==> config.mk <==
export PLATFORM = sky130hd
export DESIGN_NAME = alu_arbiter
export DESIGN_NICKNAME = d
export VERILOG_FILES = /design/src/rtl/alu_arbiter.sv
export SDC_FILE = /design/constraint.sdc
export NUM_CORES = 1
export LEC_CHECK = 0
export ABC_AREA = 0
export BUFFER_PORTS_ARGS = -buffer_cell sky130_fd_sc_hd__buf_2
export CORE_UTILIZATION = 40
export CTS_CLUSTER_SIZE = 24
export DETAILED_ROUTE_END_ITERATION = 10
export PLACE_DENSITY = 0.79
export RECOVER_POWER = 25
export SYNTH_ARGS = -nofsm -noshare
export SYNTH_HDL_FRONTEND = slang
export SYNTH_SLANG_ARGS = --single-unit
==> constraint.sdc <==
create_clock -name clk -period 1.5 [get_ports clk]
set_clock_uncertainty 0.1 [all_clocks]
set_input_delay 0.3 -clock clk [delete_from_list [all_inputs] [get_ports clk]]
set_output_delay 0.3 -clock clk [all_outputs]
set_load 0.03 [all_outputs]
==> src/rtl/alu_arbiter.sv <==
// Two-requester round-robin front end for one shared combinational ALU.
// One operation in flight: accept in IDLE, execute for one cycle, hold the response in DONE.
module alu_arbiter #(
  parameter int DATA_W = 32
) (
  input  logic              clk,
  input  logic              rst_n,
  input  logic              req0_valid,
  output logic              req0_ready,
  input  logic [DATA_W-1:0] req0_src1,
  input  logic [DATA_W-1:0] req0_src2,
  input  logic [3:0]        req0_ctrl,
  input  logic              req1_valid,
  output logic              req1_ready,
  input  logic [DATA_W-1:0] req1_src1,
  input  logic [DATA_W-1:0] req1_src2,
  input  logic [3:0]        req1_ctrl,
  output logic [DATA_W-1:0] alu_src1,
  output logic [DATA_W-1:0] alu_src2,
  output logic              alu_invertA,
  output logic              alu_invertB,
  output logic [1:0]        alu_operation,
  input  logic [DATA_W-1:0] alu_result,
  input  logic              alu_zero,
  input  logic              alu_overflow,
  output logic              resp_valid,
  input  logic              resp_ready,
  output logic              resp_id,
  output logic [DATA_W-1:0] resp_result,
  output logic              resp_zero,
  output logic              resp_overflow,
  output logic              busy,
  output logic [15:0]       op_count
);

  typedef enum logic [1:0] {IDLE, EXEC, DONE} state_t;

  state_t            state_q, state_d;
  logic              last_q, last_d;
  logic              gnt_id;
  logic              accept;
  logic [DATA_W-1:0] src1_q, src2_q;
  logic [3:0]        ctrl_q;
  logic              id_q;
  logic [DATA_W-1:0] resp_result_q;
  logic              resp_zero_q, resp_ovf_q, resp_id_q;
  logic [15:0]       op_count_q;

  // On a tie the requester that was not granted last wins; a lone requester always wins.
  assign gnt_id = (req0_valid && req1_valid) ? ~last_q : req1_valid;

  always_comb begin
    state_d    = state_q;
    last_d     = last_q;
    accept     = 1'b0;
    req0_ready = 1'b0;
    req1_ready = 1'b0;
    case (state_q)
      IDLE: begin
        if (req0_valid || req1_valid) begin
          req0_ready = ~gnt_id;
          req1_ready = gnt_id;
          accept     = 1'b1;
          last_d     = gnt_id;
          state_d    = EXEC;
        end
      end
      EXEC: state_d = DONE;
      DONE: begin
        if (resp_ready) state_d = IDLE;
      end
      default: state_d = IDLE;
    endcase
  end

  always_ff @(posedge clk or negedge rst_n) begin
    if (!rst_n) begin
      state_q <= IDLE;
      last_q  <= 1'b1;
    end else begin
      state_q <= state_d;
      last_q  <= last_d;
    end
  end

  always_ff @(posedge clk or negedge rst_n) begin
    if (!rst_n) begin
      src1_q <= '0;
      src2_q <= '0;
      ctrl_q <= '0;
      id_q   <= 1'b0;
    end else if (accept) begin
      src1_q <= gnt_id ? req1_src1 : req0_src1;
      src2_q <= gnt_id ? req1_src2 : req0_src2;
      ctrl_q <= gnt_id ? req1_ctrl : req0_ctrl;
      id_q   <= gnt_id;
    end
  end

  // ALU outputs are sampled at the end of the single EXEC cycle and then frozen through DONE.
  always_ff @(posedge clk or negedge rst_n) begin
    if (!rst_n) begin
      resp_result_q <= '0;
      resp_zero_q   <= 1'b0;
      resp_ovf_q    <= 1'b0;
      resp_id_q     <= 1'b0;
    end else if (state_q == EXEC) begin
      resp_result_q <= alu_result;
      resp_zero_q   <= alu_zero;
      resp_ovf_q    <= alu_overflow;
      resp_id_q     <= id_q;
    end
  end

  always_ff @(posedge clk or negedge rst_n) begin
    if (!rst_n) begin
      op_count_q <= 16'h0000;
    end else if (state_q == DONE && resp_ready) begin
      op_count_q <= op_count_q + 16'h0001;
    end
  end

  assign alu_src1      = src1_q;
  assign alu_src2      = src2_q;
  assign alu_invertA   = ctrl_q[3];
  assign alu_invertB   = ctrl_q[2];
  assign alu_operation = ctrl_q[1:0];
  assign resp_valid    = (state_q == DONE);
  assign resp_id       = resp_id_q;
  assign resp_result   = resp_result_q;
  assign resp_zero     = resp_zero_q;
  assign resp_overflow = resp_ovf_q;
  assign busy          = (state_q != IDLE);
  assign op_count      = op_count_q;

endmodule

---- Word level (Yosys, flattened, before mapping) ----
Index checks and enable logic that the tools add are counted.
Widths: inputs -> output; s select.
storage, ports and cells
  bits of input ports ..................... 175
  output and inout bits ................... 123
  flip-flop bits (word level) ............. 123
  logic and storage cells ................. 38
cells by class
  muxes and demuxes ....................... 13
  equality and inequality tests ........... 4
  add/subtract/negate cells ............... 1
  bitwise logic cells ..................... 2
  reductions and logical operators ........ 7
operators by type and width
  operator               number
  $mux 32                2
  $add 16x1->16 const B  1
  $mux 1                 7
  $pmux 2 s3             1
  $mux 2                 2
  $mux 4                 1
  $reduce_and 2->1       2
  $eq 2x1->1 const B     1
  $eq 2x2->1 const B     1
  $logic_and 1x1->1      2
  $logic_not 2->1        1
  $ne 2x1->1 const B     1
  $ne 2x2->1 const B     1
  $not 1->1              2
  $reduce_bool 2->1      1
  $logic_or 1x1->1       1

---- Depth between registers and ports, before layout ----
  word-level depth ........................ 5
  mapped depth ............................ 6
  depth with buffers taken out ............ 5

---- Least setup slack after synthesis ----
No wires, ideal clock.
  path type ............................... register -> register
  start point ............................. register op_count_q[0], in the netlist op_count[0]
  end point ............................... register op_count_q[14], in the netlist op_count[14]
  cell stages (with the launch flop) ...... 6
  setup time .............................. 80 ps
  buffers on the path ..................... 0
  slack ................................... -193 ps
  data required time ...................... 1320 ps
  clock period less this slack ............ 1693 ps
  data arrival time ....................... 1513 ps
  cell sequence ........................... dfrtp_1 -> ha_1 -> nand3_1 -> or2_2 -> nor3_1 -> xnor2_1
between the ends
  longest elaborated chain between the ends .. 1
ends and longest elaborated chain
  element                   line  text
  start: declaration        47    logic [15:0] op_count_q;
  start signal: assignment  119   op_count_q <= op_count_q + 16'h0001;
  $add 16x1->16             119
Every way passes these cells.
A chain may end at the register's enable or synchronous reset.

---- Final worst setup path ----
  start point ............................. register last_q
  end point ............................... output port req1_ready
between the ends
  longest elaborated chain between the ends .. 4
ends and longest elaborated chain
  element                   line  text
  start: declaration        39    logic last_q, last_d;
  start signal: assignment  82    last_q <= last_d;
  $not 1->1                 50    assign gnt_id = (req0_valid && req1_valid) ? ~last_q : req1_valid;
  $mux 1                    50
  $mux 1                    60    if (req0_valid || req1_valid) begin
  $mux 1                    58    case (state_q)
  end: declaration          14    output logic req1_ready,
Every way passes these cells.

==> out/results.txt <==
status: complete, but fails checks
failing checks: setup timing
Num Clock Sinks: 123
CTS tree: built
synthesized netlist cell count: 402
filler instances: 928
CP max stage cell: dfstp_2
initial antenna violation count: 0
clock tree root buffer cell: clkbuf_16
Mapped Area: 5120 sq um
peak supply drop: 0.00140 V
fin. max-slew vios: 0
Design Power: 19.2 mW
Layout Cells excl Fill: 908
DIE AREA: 13300 sq um
DR vias/cell: 5.10
Hold Vio Cnt, Final: 0
die width: 115 um
layout overhead on the synthesized area: 53.7%
I/O pin count: 298
Reg clk slew, reported paths: 60 ps
Clock Path Buffers: 2
RSZ-0062 raised after global routing: yes
CTS Buf Count: 17
element type at the critical path start: register
Nets: 903
R2R Setup Slk: -230 ps
ANT nets after route: 0
ys async rst share: 100%
min Tclk post-route: 1830 ps
Overflow after GRT: 0
routed wire length: 15200 um
CP Capture Type: primary output
most frequent cells in the layout: buf_2, dfrtp_1, inv_1
sequential share of the synthesized area: 60.1%
most common cell after layout, fill and taps aside: buf_2
Cell Chain, Critical Path: a21boi_2, and2_4, buf_8, buf_6
placed cell count: 860
Mapped Nets: 578
Port Buffers: 297
CP delay by family, top: flip-flops
Core ar.: 12300 sq um
worst setup margin: -333 ps
vias in the first global route: 4578
worst path bufs/invs: 2
Tcrit/Tclk final: 122%
H-tree level count: 4
crit-path max FO: 3
worst endpoint required time: 1100 ps
via count: 4632
pin count of the biggest net entering global routing: 45
Worst-Margin Slew: 727 ps
Fmax: 546 MHz
register bit count reported by yosys: 123
DRT Pass-1 Iters: 9
Clock Latency Late Sink: 410 ps
EDFF count, synth: 0
CP max stage delay: 540 ps
num rows: 40
synth warn: 0
power density over cell area: 2440 nW/um^2
CP Class: register to primary output
Detailed Place HPWL: 10400 um
Ant. Diodes: 0
ys flop type: dfrtp_1
Wirelength per Cell: 16.7 um
syn_area_per_cell: 12.7 sq um
number of distinct library cells after synthesis: 30
initial DRC count: 379
CP Data Arrival Time: 1430 ps
Min Hold Slack: 19.9 ps
first-pass GRT wire length: 21900 um
Starting Density: 41.8%
Hold Path Class: input pin to register
Die H: 115 um
leakage power: 4.27 nW
# Max-Cap Violations: 0
endpoints failing setup: 55
DR DRC count: 0
share of cells above drive strength 1: 57.4%
global placement routability congestion: 0.787
Rel. slew slack: 51.5%
overall fraction of global-route tracks in use: 22.1%
[registers in the layout, summed over array words and instances, names as in the netlist, 2 cells and up]
name         count
ctrl_q           4
alu_src2        32
alu_src1        32
state_q          2
op_count        16
resp_result     32
[timing repair]
action	in CTS	in global routing
hold endpoints to repair	27	0
endpoints found under the setup margin	58	75
buffers inserted	4	4
cloned	3	2
gates resized for setup	20	20
pin swaps	6	14
hold buffers	4	0
[layer usage]
layer	GRT usage, %	vias to the layer above	wire length (um)
met5	0	-	0
met4	10.4	0	340
met3	6.01	27	1050
met2	41.6	252	8230
met1	22.7	2239	5570
li1	-	2114	-
[worst paths after layout]
path | from | to | cells past startpoint
worst max-delay path | last_q$_DFFE_PN1P_ | req1_ready | 4
worst max register to register | last_q$_DFFE_PN1P_ | alu_src1[20]$_DFFE_PN0P_ | 6
min in group asynchronous | rst_n | alu_src1[11]$_DFFE_PN0P_ | 2
worst min register to register | op_count[15]$_DFFE_PN0P_ | op_count[15]$_DFFE_PN0P_ | 1
max in group asynchronous | rst_n | op_count[4]$_DFFE_PN0P_ | 3
worst min-delay path | alu_result[16] | resp_result[16]$_DFFE_PN0N_ | 2
[metrics by stage]
| stage | setup TNS, ps | instance area [sq um] | worst slack (ps) | util, % |
|---|---|---|---|---|
| global route | -15360 | 7870 | -377 | 64.2 |
| finish | -10290 | 7870 | -333 | 64.2 |
| detailed placement | -3840 | 6890 | -136 | 56.2 |
| global placement | -1070 | 6890 | -51.8 | 56.2 |
| floorplan | -1910 | 5150 | -61.0 | - |
| CTS | -11990 | 7760 | -328 | 63.3 |
[power by group]
part	internal [mW]	switching, mW	total, mW
combinational	3.38	5.65	9.03
clock	2.94	1.49	4.43
sequential	4.85	0.859	5.71
total	11.2	8.00	19.2
[cells in the mapped netlist, drive strengths merged (2+ instances only)]
library cell  count  area share, %
dfrtp           122             60
inv              53            3.9
a222oi           49            9.6
mux2             35            7.7
nand2            28            2.1
buf              23            3.9
o21ai            21            2.1
mux2i            19            3.7
xnor2            12            2.1
nand3             5           0.49
nand4             5           0.61
clkbuf            4           0.29
nor2              4           0.29
nor3              3           0.29
xor2              3           0.51
a21o              2           0.29
and2              2           0.29
and3              2           0.24
nand2b            2           0.24
or2               2           0.24
[cell type report]
type	instances	area [sq um]	area share (%)
Timing Repair Buffer	333	1990	25.3
Tap cell	168	210	2.67
Clock buffer	17	425	5.40
Clock inverter	15	221	2.81
Inverter	53	199	2.53
Sequential cell	123	3090	39.2
Multi-Input combinational cell	199	1740	22.1
[cells by family (layout without fill, tap and decap cells)]
logic type               Yosys count  in the layout  synth area share [%]
AO/OA/AOI/OAI                     73             73                  12.1
multiplexers                      54             54                  11.4
flip-flops                       123            123                  60.1
AND/OR/NAND/NOR                   56             56                  5.54
buffers and inverters             80            418                  8.06
XOR/XNOR                          15             15                  2.56
adder cells (fa/ha/maj)            1              1                 0.244
Note: power is estimated with default switching activity, not from simulation.
